## config.mk

```make
export PLATFORM = sky130hd
export DESIGN_NAME = unidad_busqueda
export DESIGN_NICKNAME = d
export VERILOG_FILES = /design/src/rtl/unidad_busqueda.sv
export SDC_FILE = /design/constraint.sdc
export NUM_CORES = 1
export LEC_CHECK = 0
export CORE_ASPECT_RATIO = 0.7
export CORE_UTILIZATION = 45
export DETAILED_ROUTE_END_ITERATION = 6
export PLACE_DENSITY = 0.92
export REMOVE_ABC_BUFFERS = 1
export SYNTH_ARGS = -nofsm -noshare
export SYNTH_HDL_FRONTEND = slang
export SYNTH_SLANG_ARGS = --single-unit
```

## constraint.sdc

```tcl
create_clock -name clk -period 2.7 [get_ports clk]
set_input_delay 0.54 -clock clk [delete_from_list [all_inputs] [get_ports clk]]
set_output_delay 0.54 -clock clk [all_outputs]
set_load 0.005 [all_outputs]
```

## src/rtl/unidad_busqueda.sv

```systemverilog
// Instruction-fetch unit: owns the PC, issues one instruction-memory request
// at a time, captures the returned word and hands {PCInstr, Instr} to decode.
// Redirects take priority over every other event; a response that belongs to
// a request issued before a redirect is dropped through the Descartar flag.
module unidad_busqueda #(
    parameter logic [31:0] RESET_VECTOR = 32'h0000_0000,
    parameter int          XLEN         = 32
) (
    input  logic            clk,
    input  logic            rst_n,
    input  logic            Stall,
    input  logic            Redirigir,
    input  logic [XLEN-1:0] PCDestino,
    output logic            ImemReq,
    output logic [XLEN-1:0] ImemAddr,
    input  logic            ImemReady,
    input  logic            ImemRspValid,
    input  logic [XLEN-1:0] ImemRdata,
    output logic            InstrValid,
    output logic [XLEN-1:0] Instr,
    output logic [XLEN-1:0] PCInstr,
    input  logic            InstrReady,
    output logic            ErrorAlineacion
);

    localparam logic [2:0] INICIO  = 3'd0;
    localparam logic [2:0] PEDIR   = 3'd1;
    localparam logic [2:0] ESPERA  = 3'd2;
    localparam logic [2:0] ENTREGA = 3'd3;
    localparam logic [2:0] ERROR   = 3'd4;

    logic [2:0]      state;
    logic [XLEN-1:0] pc;
    logic            descartar;
    logic [XLEN-1:0] instr_q;
    logic [XLEN-1:0] pc_instr_q;

    // A misaligned target in these situations leaves a request whose
    // response is still on its way; remember to drop it.
    logic abandona_peticion;
    assign abandona_peticion = (state == PEDIR && ImemReady) ||
                               (state == ESPERA && !ImemRspValid);

    // All outputs come from registers or from the state decode only.
    assign ImemReq         = (state == PEDIR);
    assign ImemAddr        = pc;
    assign InstrValid      = (state == ENTREGA);
    assign ErrorAlineacion = (state == ERROR);
    assign Instr           = instr_q;
    assign PCInstr         = pc_instr_q;

    // Fetch sequencer, PC, stale-response flag and the delivered-word registers.
    always_ff @(posedge clk or negedge rst_n) begin
        if (!rst_n) begin
            state      <= INICIO;
            pc         <= RESET_VECTOR;
            descartar  <= 1'b0;
            instr_q    <= '0;
            pc_instr_q <= '0;
        end else begin
            // A response seen outside ESPERA can only be the leftover of a
            // request abandoned on the way into ERROR; it consumes the flag.
            if (state != ESPERA && ImemRspValid) begin
                descartar <= 1'b0;
            end

            if (Redirigir) begin
                if (PCDestino[1:0] != 2'b00) begin
                    state <= ERROR;
                    if (abandona_peticion) begin
                        descartar <= 1'b1;
                    end else if (state == ESPERA) begin
                        descartar <= 1'b0;
                    end
                end else begin
                    pc <= PCDestino;
                    case (state)
                        PEDIR: begin
                            if (ImemReady) begin
                                descartar <= 1'b1;
                                state     <= ESPERA;
                            end else begin
                                state <= PEDIR;
                            end
                        end
                        ESPERA: begin
                            if (ImemRspValid) begin
                                descartar <= 1'b0;
                                state     <= PEDIR;
                            end else begin
                                descartar <= 1'b1;
                            end
                        end
                        default: state <= PEDIR;
                    endcase
                end
            end else begin
                case (state)
                    INICIO: begin
                        if (!Stall) begin
                            state <= PEDIR;
                        end
                    end
                    PEDIR: begin
                        if (ImemReady) begin
                            state <= ESPERA;
                        end
                    end
                    ESPERA: begin
                        if (ImemRspValid) begin
                            if (descartar) begin
                                descartar <= 1'b0;
                                state     <= Stall ? INICIO : PEDIR;
                            end else begin
                                instr_q    <= ImemRdata;
                                pc_instr_q <= pc;
                                state      <= ENTREGA;
                            end
                        end
                    end
                    ENTREGA: begin
                        if (InstrReady) begin
                            pc    <= pc + 32'd4;
                            state <= Stall ? INICIO : PEDIR;
                        end
                    end
                    ERROR: state <= ERROR;
                    default: state <= INICIO;
                endcase
            end
        end
    end

endmodule

```

==> results.md <==
| Quantity | Value |
|---|---|
| Fraction of the mapped netlist area in adder cells | 0.265% |
| Num rows | 30 |
| Register-to-register path setup slack | 0.37 ns |
| Worst Clk Skew | 0.00536 ns |
| Cell taking the most area after synthesis | sky130_fd_sc_hd__dfrtp_1 |
| Worst Path Max Fanout | 6 |
| Vias | 4125 |
| Via count normalized by instance count | 5.69 |
| Outcome | completed |
| Final critical-path share of the clock period | 90.3% |
| Most frequent cells in the layout | sky130_fd_sc_hd__clkdlybuf4s50_1, sky130_fd_sc_hd__dfrtp_1, sky130_fd_sc_hd__mux2_2 |
| Max Fclk | 410 MHz |
| Detailed router's first-iteration violation count | 346 |
| Number of I/O port buffers | 169 |
| Largest cells by area after synthesis | sky130_fd_sc_hd__dfrtp_1, sky130_fd_sc_hd__mux2_2, sky130_fd_sc_hd__mux2_1 |
| Critical path data arrival time | 2.65 ns |
| Die footprint | 0.0109 mm² |
| Post-DR wirelength/cell | 18.5 µm |
| Hold-fix buffers, CTS | 0 |
| Fraction of the mapped netlist area in compound gates | 11.5% |
| Final total power | 0.00548 W |
| DR DRC count | 0 |
| PD cells | 784 mW/mm² |
| Max Buffers Root-to-Sink | 2 |
| Cells on worst reg2reg path | 6 |
| Global-route wire length before repair | 21600 µm |
| Synth Area in Simple Gates | 14.3% |
| Multiplexer share of the synthesized area | 16.0% |
| Overall routed net length | 13400 µm |
| Summed negative setup slack over all endpoints | 0 ns |
| Post-CTS setup-driven buffer insertion count | 0 |
| Category of the worst setup path launch point | input pin |
| Root buffer cell | sky130_fd_sc_hd__clkbuf_16 |
| Area of the core | 0.00995 mm² |
| Initial Util | 47.4% |
| Largest net degree at the start of global routing | 60 |
| Mean instance size in the synthesized netlist | 11.4 µm² |
| H-tree lvl count | 3 |
| Hold Fails Final Rpt | 0 |
| Launch point of the worst reg-to-reg path | state[1] |
| Max Slew Vio Count | 0 |
| Slew @ Worst Pin | 0.631 ns |
| Ys flop type | sky130_fd_sc_hd__dfrtp_1 |
| Category of the critical setup timing path | in2reg |
| TritonCTS Buffers | 9 |
| Warnings from Yosys | 0 |
| Number of maximum-capacitance constraint violations | 0 |
| Number of top-level design ports | 170 |
| CP endpoint kind | register |
| Worst-path clk slew | 0.07 ns |
| Half-perimeter wire length of the detailed placement result | 9720 µm |
| Main combinational cell family by area after synthesis | multiplexers |
| Endpoints failing setup | 0 |
| Number of synthesized flops with an enable pin | 0 |
| Area share of the leading cell type in the synthesized netlist | 53.0% |
| DRT antenna net count | 0 |
| Cell with the biggest individual delay on the critical path | sky130_fd_sc_hd__or4_1 |
| Post-synthesis sequential area ratio | 53.0% |
| Worst slack, placed | -0.0821 ns |
| Worst path required time | 2.92 ns |
| CP Launch Point | Redirigir |
| Clock latency on the worst-skew pair | 0.34 ns |
| Most frequent standard cell in the layout excluding fill and tap cells | sky130_fd_sc_hd__clkdlybuf4s50_1 |
| Worst setup margin | 0.262 ns |
| Max_slew headroom | 57.6% |
| Unrepaired setup endpoints after global routing | false |
| Biggest cell delay along the critical path | 0.51 ns |
| Fraction of final layout cells sized beyond drive strength 1 | 15.9% |
| Final weighted congestion in routability-driven placement | 0.912 |
| Time the final worst path needs with I/O delays and setup | 2.44 ns |
| Count of cells resized by post-cts repair | 0 |
| Endpoint of the worst register-to-register path | ImemAddr[15] |
| Critical Path, Cell by Cell | clkdlybuf4s50_1 -> or3b_4 -> or4_1 -> buf_4 -> nor3_2 -> mux2i_1 -> o211ai_1 |
| Cells after synthesis | 413 |
| Type of the most critical hold path | in2async |
| Final-stage net count | 665 |
| Post-Synth XOR/XNOR Area | 2.04% |
| Sink count of the clock tree | 100 |
| DR pass1 iterations | 4 |
| Synth Register Bits | 100 |
| Number of global-route vias before repair | 4141 |
| Antenna cell count | 0 |
| Initial antenna violation count | 0 |
| Die extent in y | 87.7 µm |
| Static leakage power | 2.97 nW |
| Area overhead of the layout relative to synthesis | 48.2% |
| Total global routing overflow | 0 |
| Proportion of register bits with asynchronous set or reset after synthesis | 100% |
| Overall routing resource usage | 25.3% |
| TritonCTS clock tree | done |
| Number of library cell types mapped by synthesis | 54 |
| Die X-Extent | 124 µm |
| Post-Synthesis Cell Area | 0.00472 mm² |
| Worst ir drop on vdd | 0.417 mV |
[Yosys cell counts (5+ instances only)]
master,n
sky130_fd_sc_hd__a211oi_1,5
sky130_fd_sc_hd__a21oi_1,20
sky130_fd_sc_hd__a22oi_1,5
sky130_fd_sc_hd__and2_1,8
sky130_fd_sc_hd__and3_1,5
sky130_fd_sc_hd__buf_1,6
sky130_fd_sc_hd__clkbuf_1,16
sky130_fd_sc_hd__dfrtp_1,100
sky130_fd_sc_hd__inv_1,7
sky130_fd_sc_hd__mux2_1,17
sky130_fd_sc_hd__mux2_2,44
sky130_fd_sc_hd__mux2i_1,7
sky130_fd_sc_hd__nand2_1,20
sky130_fd_sc_hd__nand3_1,15
sky130_fd_sc_hd__nand4_1,8
sky130_fd_sc_hd__nor2_1,25
sky130_fd_sc_hd__nor3_1,6
sky130_fd_sc_hd__o21ai_0,17
sky130_fd_sc_hd__o21ai_1,10
sky130_fd_sc_hd__o22ai_1,7
sky130_fd_sc_hd__xnor2_1,9
[cell type report]
class	instances	area, µm²
clock inverters	4	48.8
repair buffers	194	1910
inverters	7	26.3
clock buffers	11	243
flip-flops and latches	100	2500
multi-input cells	281	2100
well taps	128	160
fillers	686	2960
[stage by stage]
step	instance area [µm²]	utilization [%]	instances	hold slack, ns
floorplan	4610	-	388	0.244
global placement	6700	67.3	710	0.469
detailed placement	6700	67.3	710	0.476
CTS	6990	70.3	725	0.205
global route	6990	70.3	725	0.231
finish	6990	70.3	725	0.186
[worst max-delay path: cells and delay by family]
family / cells / cell delay, ns
buffers and inverters: 2 / 0.68
AND/OR/NAND/NOR: 3 / 1.10
multiplexers: 1 / 0.23
AO/OA/AOI/OAI: 1 / 0.10
[per-layer routing]
metal,vias up,track usage (%),part of all wire [%]
met2,245,40.8,47
met1,1979,33.8,42
met4,0,7.89,1.3
met3,21,6.84,10
li1,1880,-,-
met5,-,0,0
[state kept, by name (all words and copies together), names as in the netlist]
| name | flops |
|---|---|
| PCInstr | 32 |
| state | 3 |
| ImemAddr | 32 |
| descartar | 1 |
| Instr | 32 |
[how the worst max path moves through the flow]
stage | to | slack, ns | cells past startpoint
floorplan | Instr[10] | -0.63 | 3
global placement | ImemAddr[15] | 0.002 | 7
detailed placement | ImemAddr[15] | -0.08 | 7
CTS | ImemAddr[15] | 0.28 | 7
global route | ImemAddr[15] | 0.22 | 7
finish | ImemAddr[15] | 0.26 | 7
[kinds of logic (layout without fill, tap and decap cells)]
group	after synthesis	after routing
adders and majority gates	1	1
muxes	68	68
and+or+nand+nor	115	115
buffers and inverters	32	216
AOI/OAI and AO/OA	86	86
xor gates and xnor gates	11	11
DFF	100	100
[power by group]
part	internal [W]	switching, W	total, W
logic	0.00127	0.000607	0.00188
clock network	0.000739	0.000541	0.00128
registers	0.00197	0.000355	0.00232
total	0.00398	0.00150	0.00548
No activity file was read; power rests on OpenSTA's default activity.
